File: config.mk
export PLATFORM = sky130hd
export DESIGN_NAME = axil2iob
export DESIGN_NICKNAME = d
export VERILOG_FILES = /design/src/rtl/axil2iob.sv
export SDC_FILE = /design/constraint.sdc
export NUM_CORES = 1
export LEC_CHECK = 0
export ABC_CLOCK_PERIOD_IN_PS = 3600
export CORE_MARGIN = 2
export CORE_UTILIZATION = 36
export DETAILED_ROUTE_END_ITERATION = 10
export HOLD_SLACK_MARGIN = 0.15
export PLACE_DENSITY = 0.86
export SYNTH_ARGS = -nofsm -noshare
export SYNTH_HDL_FRONTEND = slang
export SYNTH_SLANG_ARGS = --single-unit
File: constraint.sdc
create_clock -name clk -period 3.6 [get_ports clk]
set_input_delay 0.72 -clock clk [delete_from_list [all_inputs] [get_ports clk]]
set_output_delay 0.72 -clock clk [all_outputs]
set_load 0.01 [all_outputs]
File: src/rtl/axil2iob.sv
`timescale 1ns/1ps
// axil2iob: AXI4-Lite slave to native (valid/addr/wdata/wstrb/rdata/ready)
// master bridge. Sits behind the AXI-Lite interconnect in front of a native
// peripheral and performs one native access at a time.
//
// Ports
//   clk, rst              clock, asynchronous active-high reset
//   s_axil_aw*/w*/b*      AXI-Lite write address / data / response channels
//   s_axil_ar*/r*         AXI-Lite read address / data channels
//   valid, addr, wdata,   native request (wstrb == 0 marks a read)
//   wstrb
//   rdata, ready          native completion, single-cycle ready
//
// AW and W are accepted independently in any order; once a partial write is
// held, reads wait until that write has completed. Reads and writes are
// granted round-robin when both are pending in IDLE. A write with all strobes
// clear is answered with OKAY without touching the native bus.
module axil2iob #(
  parameter int unsigned AXIL_ADDR_W = 32,
  parameter int unsigned AXIL_DATA_W = 32
) (
  input  logic                     clk,
  input  logic                     rst,
  input  logic [AXIL_ADDR_W-1:0]   s_axil_awaddr,
  input  logic                     s_axil_awvalid,
  output logic                     s_axil_awready,
  input  logic [AXIL_DATA_W-1:0]   s_axil_wdata,
  input  logic [AXIL_DATA_W/8-1:0] s_axil_wstrb,
  input  logic                     s_axil_wvalid,
  output logic                     s_axil_wready,
  output logic [1:0]               s_axil_bresp,
  output logic                     s_axil_bvalid,
  input  logic                     s_axil_bready,
  input  logic [AXIL_ADDR_W-1:0]   s_axil_araddr,
  input  logic                     s_axil_arvalid,
  output logic                     s_axil_arready,
  output logic [AXIL_DATA_W-1:0]   s_axil_rdata,
  output logic [1:0]               s_axil_rresp,
  output logic                     s_axil_rvalid,
  input  logic                     s_axil_rready,
  output logic                     valid,
  output logic [AXIL_ADDR_W-1:0]   addr,
  output logic [AXIL_DATA_W-1:0]   wdata,
  output logic [AXIL_DATA_W/8-1:0] wstrb,
  input  logic [AXIL_DATA_W-1:0]   rdata,
  input  logic                     ready
);

  localparam int unsigned STRB_W = AXIL_DATA_W / 8;

  typedef enum logic [2:0] {
    ST_IDLE,
    ST_WRITE,
    ST_B_RESP,
    ST_READ,
    ST_R_RESP
  } state_t;

  state_t                 state_q, state_d;
  logic                   aw_held_q, aw_held_d;
  logic                   w_held_q, w_held_d;
  logic                   read_prio_q, read_prio_d;
  logic [AXIL_ADDR_W-1:0] addr_q, addr_d;
  logic [AXIL_DATA_W-1:0] wdata_q, wdata_d;
  logic [STRB_W-1:0]      wstrb_q, wstrb_d;
  logic [AXIL_DATA_W-1:0] rdata_q, rdata_d;

  logic awready_c, wready_c, arready_c;

  always_ff @(posedge clk or posedge rst) begin
    if (rst) begin
      state_q     <= ST_IDLE;
      aw_held_q   <= 1'b0;
      w_held_q    <= 1'b0;
      read_prio_q <= 1'b0;
      addr_q      <= '0;
      wdata_q     <= '0;
      wstrb_q     <= '0;
      rdata_q     <= '0;
    end else begin
      state_q     <= state_d;
      aw_held_q   <= aw_held_d;
      w_held_q    <= w_held_d;
      read_prio_q <= read_prio_d;
      addr_q      <= addr_d;
      wdata_q     <= wdata_d;
      wstrb_q     <= wstrb_d;
      rdata_q     <= rdata_d;
    end
  end

  always_comb begin
    state_d     = state_q;
    aw_held_d   = aw_held_q;
    w_held_d    = w_held_q;
    read_prio_d = read_prio_q;
    addr_d      = addr_q;
    wdata_d     = wdata_q;
    wstrb_d     = wstrb_q;
    rdata_d     = rdata_q;
    awready_c   = 1'b0;
    wready_c    = 1'b0;
    arready_c   = 1'b0;

    unique case (state_q)
      ST_IDLE: begin
        // A read is only granted with no partial write held; it wins when it
        // has priority or when no write channel is requesting.
        if (!aw_held_q && !w_held_q && s_axil_arvalid &&
            (read_prio_q || !(s_axil_awvalid || s_axil_wvalid))) begin
          arready_c = 1'b1;
          addr_d    = s_axil_araddr;
          state_d   = ST_READ;
        end else begin
          awready_c = !aw_held_q;
          wready_c  = !w_held_q;
          if (s_axil_awvalid && awready_c) begin
            addr_d    = s_axil_awaddr;
            aw_held_d = 1'b1;
          end
          if (s_axil_wvalid && wready_c) begin
            wdata_d  = s_axil_wdata;
            wstrb_d  = s_axil_wstrb;
            w_held_d = 1'b1;
          end
          // The next-state held flags include a beat accepted this cycle, so
          // the write launches in the same cycle its second half arrives.
          if (aw_held_d && w_held_d) begin
            aw_held_d = 1'b0;
            w_held_d  = 1'b0;
            state_d   = (wstrb_d != '0) ? ST_WRITE : ST_B_RESP;
          end
        end
      end
      ST_WRITE: begin
        if (ready) state_d = ST_B_RESP;
      end
      ST_READ: begin
        if (ready) begin
          rdata_d = rdata;
          state_d = ST_R_RESP;
        end
      end
      ST_B_RESP: begin
        if (s_axil_bready) begin
          state_d     = ST_IDLE;
          read_prio_d = 1'b1;
        end
      end
      ST_R_RESP: begin
        if (s_axil_rready) begin
          state_d     = ST_IDLE;
          read_prio_d = 1'b0;
        end
      end
      default: state_d = ST_IDLE;
    endcase
  end

  assign s_axil_awready = awready_c && !rst;
  assign s_axil_wready  = wready_c && !rst;
  assign s_axil_arready = arready_c && !rst;

  assign s_axil_bresp  = 2'b00;
  assign s_axil_bvalid = (state_q == ST_B_RESP);
  assign s_axil_rresp  = 2'b00;
  assign s_axil_rvalid = (state_q == ST_R_RESP);
  assign s_axil_rdata  = rdata_q;

  assign valid = (state_q == ST_WRITE) || (state_q == ST_READ);
  assign addr  = addr_q;
  assign wdata = wdata_q;
  assign wstrb = (state_q == ST_WRITE) ? wstrb_q : '0;

endmodule
==> impl_metrics.toml <==
[run_status]
status = "finished, final reports clean"

[drt]
drt_wl_total_mm = 12.2
vias = 3482
routed_via_density = 4.75
final_antenna_net_count = 0
drc = 0
drt_iter0_markers = 77
dr.pass1.iters = 4
wl_per_cell_um = 16.6

[sta]
max_clock_freq_mhz = 309
rsz0062_at_grt = "false"
fin_crit_sh = 0.899
finalMaxSlewViolations = 0
tightest_slew_ns = 0.659
fin_setup_tns_ns = 0
fin_skew_ns = 0.00490
slew_headroom = 0.561
setup_slack_ns = 0.364
min_period_ns = 3.24
whs_ns = 0.483
setup_viol = 0
hold_viol_final = 0

[clock_tree]
cts_tree = "built"
ctsHtreeMaxLevel = 3
cts_buffer_depth = 2
cts_resized = 0
post-cts-setup-buffer-count = 0
clkLatencyLatePin_ns = 0.34
cts_buffers = 9
cts-root-buf = "clkbuf_16"
cts.sinks = 106
hold_buffers = 0
clk_pin_slew_ns = 0.06

[final_layout]
diodes = 0
final_net_count = 696
fin_area_um2 = 7600
layout-drive-gt1-share = 0.234
area_delta_synth_final_pct = 63.7

[floorplan]
die_h_um = 118
core_area_um2 = 12600
rows = 41
die_w_um = 118
start_util = 0.368
die-area_um2 = 13800
pin_count = 250

[global_route]
grt.overflow.total = 0
grt_max_degree = 55
grt_first_pass_wirelength_mm = 19.7
antenna_found_initial = 0
grt_util_all_layers = 0.180
first_global_vias = 3811

[synthesis]
synth_cell_types = 29
synth_top_family_by_area = "multiplexers"
synth-compound-area-share = 0.0213
synth_area_um2 = 4640
synth-seq-cells = 106
synth_cells = 308
synth_xor_area_frac = 0
synthSimpleGateAreaFrac = 0.0399
synthAdderAreaFrac = 0
avgSynthCellArea_um2 = 15.1
ys.warnings.count = 0
ys_seq_area_frac = 0.571
muxShareOfSynthArea = 0.334

[power_and_ir_drop]
p_per_area_nw_per_um2 = 826
max-vdd-ir-drop_uv = 356
power_leakage_nw = 3.19
total_power_mw = 6.28

[min_path]
hold_path_class = "reg -> reg"

[worst_setup_path]
crit_fanout = 5
cp.arrival_ns = 2.52
cp-start-kind = "primary input"
cp-end-kind = "output pin"
path_class = "in -> out"
cp.required_ns = 2.88

[placed_design]
pre_cts_ws_ns = 0.382
place_congestion = 0.776
place_area_um2 = 7250
io_buffers = 245
hpwl_mm = 9.59

[run]
drv_cap = 0
per-layer routing:
metal | track usage | part of all wire
met5 | 0 | 0
met4 | 0.0896 | 0.034
met3 | 0.0630 | 0.083
met2 | 0.326 | 0.53
met1 | 0.184 | 0.36
cell type report:
cell class | instances | area [um2]
Clock buffer | 11 | 253
Tap cell | 172 | 215
Fill cell | 1027 | 5020
Multi-Input combinational cell | 183 | 1860
Clock inverter | 5 | 100
Sequential cell | 106 | 2650
Timing Repair Buffer | 252 | 2500
Inverter | 4 | 17.5
cell families after synthesis:
family	Yosys count
multiplexers	133
flip-flops	106
AND/OR/NAND/NOR	34
buffers and inverters	22
AO/OA/AOI/OAI	12
other	1
where the power goes:
group / internal, mW / switching (mW) / total [mW] / leakage (nW)
clock: 0.715 / 0.413 / 1.13 / 0.176
combinational: 1.88 / 1.14 / 3.02 / 1.75
sequential: 1.80 / 0.336 / 2.14 / 1.26
total: 4.40 / 1.89 / 6.28 / 3.19
critical path, cell delays in order:
cell	delay, ns
clkdlybuf4s50_1	0.57
nor2_2	0.08
o211ai_4	0.18
nand2_1	0.14
nor3_1	0.22
clkdlybuf4s50_1	0.60
per-stage QoR:
stage | utilization | std cells
5_1_grt | 0.603 | 733
3_3_place_gp | 0.575 | 717
2_1_floorplan | - | 311
6_report | 0.603 | 733
4_1_cts | 0.603 | 733
3_5_place_dp | 0.575 | 717
cells in the mapped netlist:
cell type,n,area [um2]
a211o_1,1,8.76
a21oi_1,3,15.0
a21oi_2,1,8.76
and2_1,5,31.3
and3_1,2,12.5
buf_2,7,35.0
buf_4,5,37.5
buf_6,6,67.6
conb_1,1,3.75
dfrtp_1,106,2650
inv_1,4,15.0
mux2_1,30,338
mux2_2,88,991
mux2_4,14,210
mux2i_1,1,10.0
nand2_1,4,15.0
nand2b_1,4,25.0
nand3_1,3,15.0
nor2_1,6,22.5
nor2_2,1,6.26
nor2_4,1,11.3
nor2b_1,1,6.26
nor3_1,4,20.0
nor3b_1,1,7.51
nor4_1,2,12.5
o211ai_4,1,21.3
o21ai_0,2,10.0
o221ai_1,1,8.76
o22a_1,3,26.3
placed cells by master (no fill, tap or decap), types with 5 or more instances in the layout:
master             n
mux2_4            14
and2_1             5
clkdlybuf4s50_1  245
clkbuf_16          9
nor2_1             6
mux2_1            30
mux2_2            88
dfrtp_1          106
buf_4              7
registers in the layout, summed over array words and instances, names as in the netlist:
signal,cells
addr,32
s_axil_rdata,32
wdata,32
wstrb_q,4
state_q,3
aw_held_q,1
read_prio_q,1
w_held_q,1
path summary, 6_finish.rpt:
kind	start	to	slack, ns	cells after the start
hold / removal	wdata[1]	wdata[1]	0.48	1
min in group asynchronous	rst	addr[23]	0.98	2
setup reg to reg	read_prio_q	wdata[30]	1.33	5
max in group asynchronous	rst	s_axil_rdata[13]	1.80	3
hold reg to reg	wdata[1]	wdata[1]	0.48	1
setup / recovery	s_axil_wvalid	s_axil_wready	0.36	6
Power figures use the tool's default switching activity.
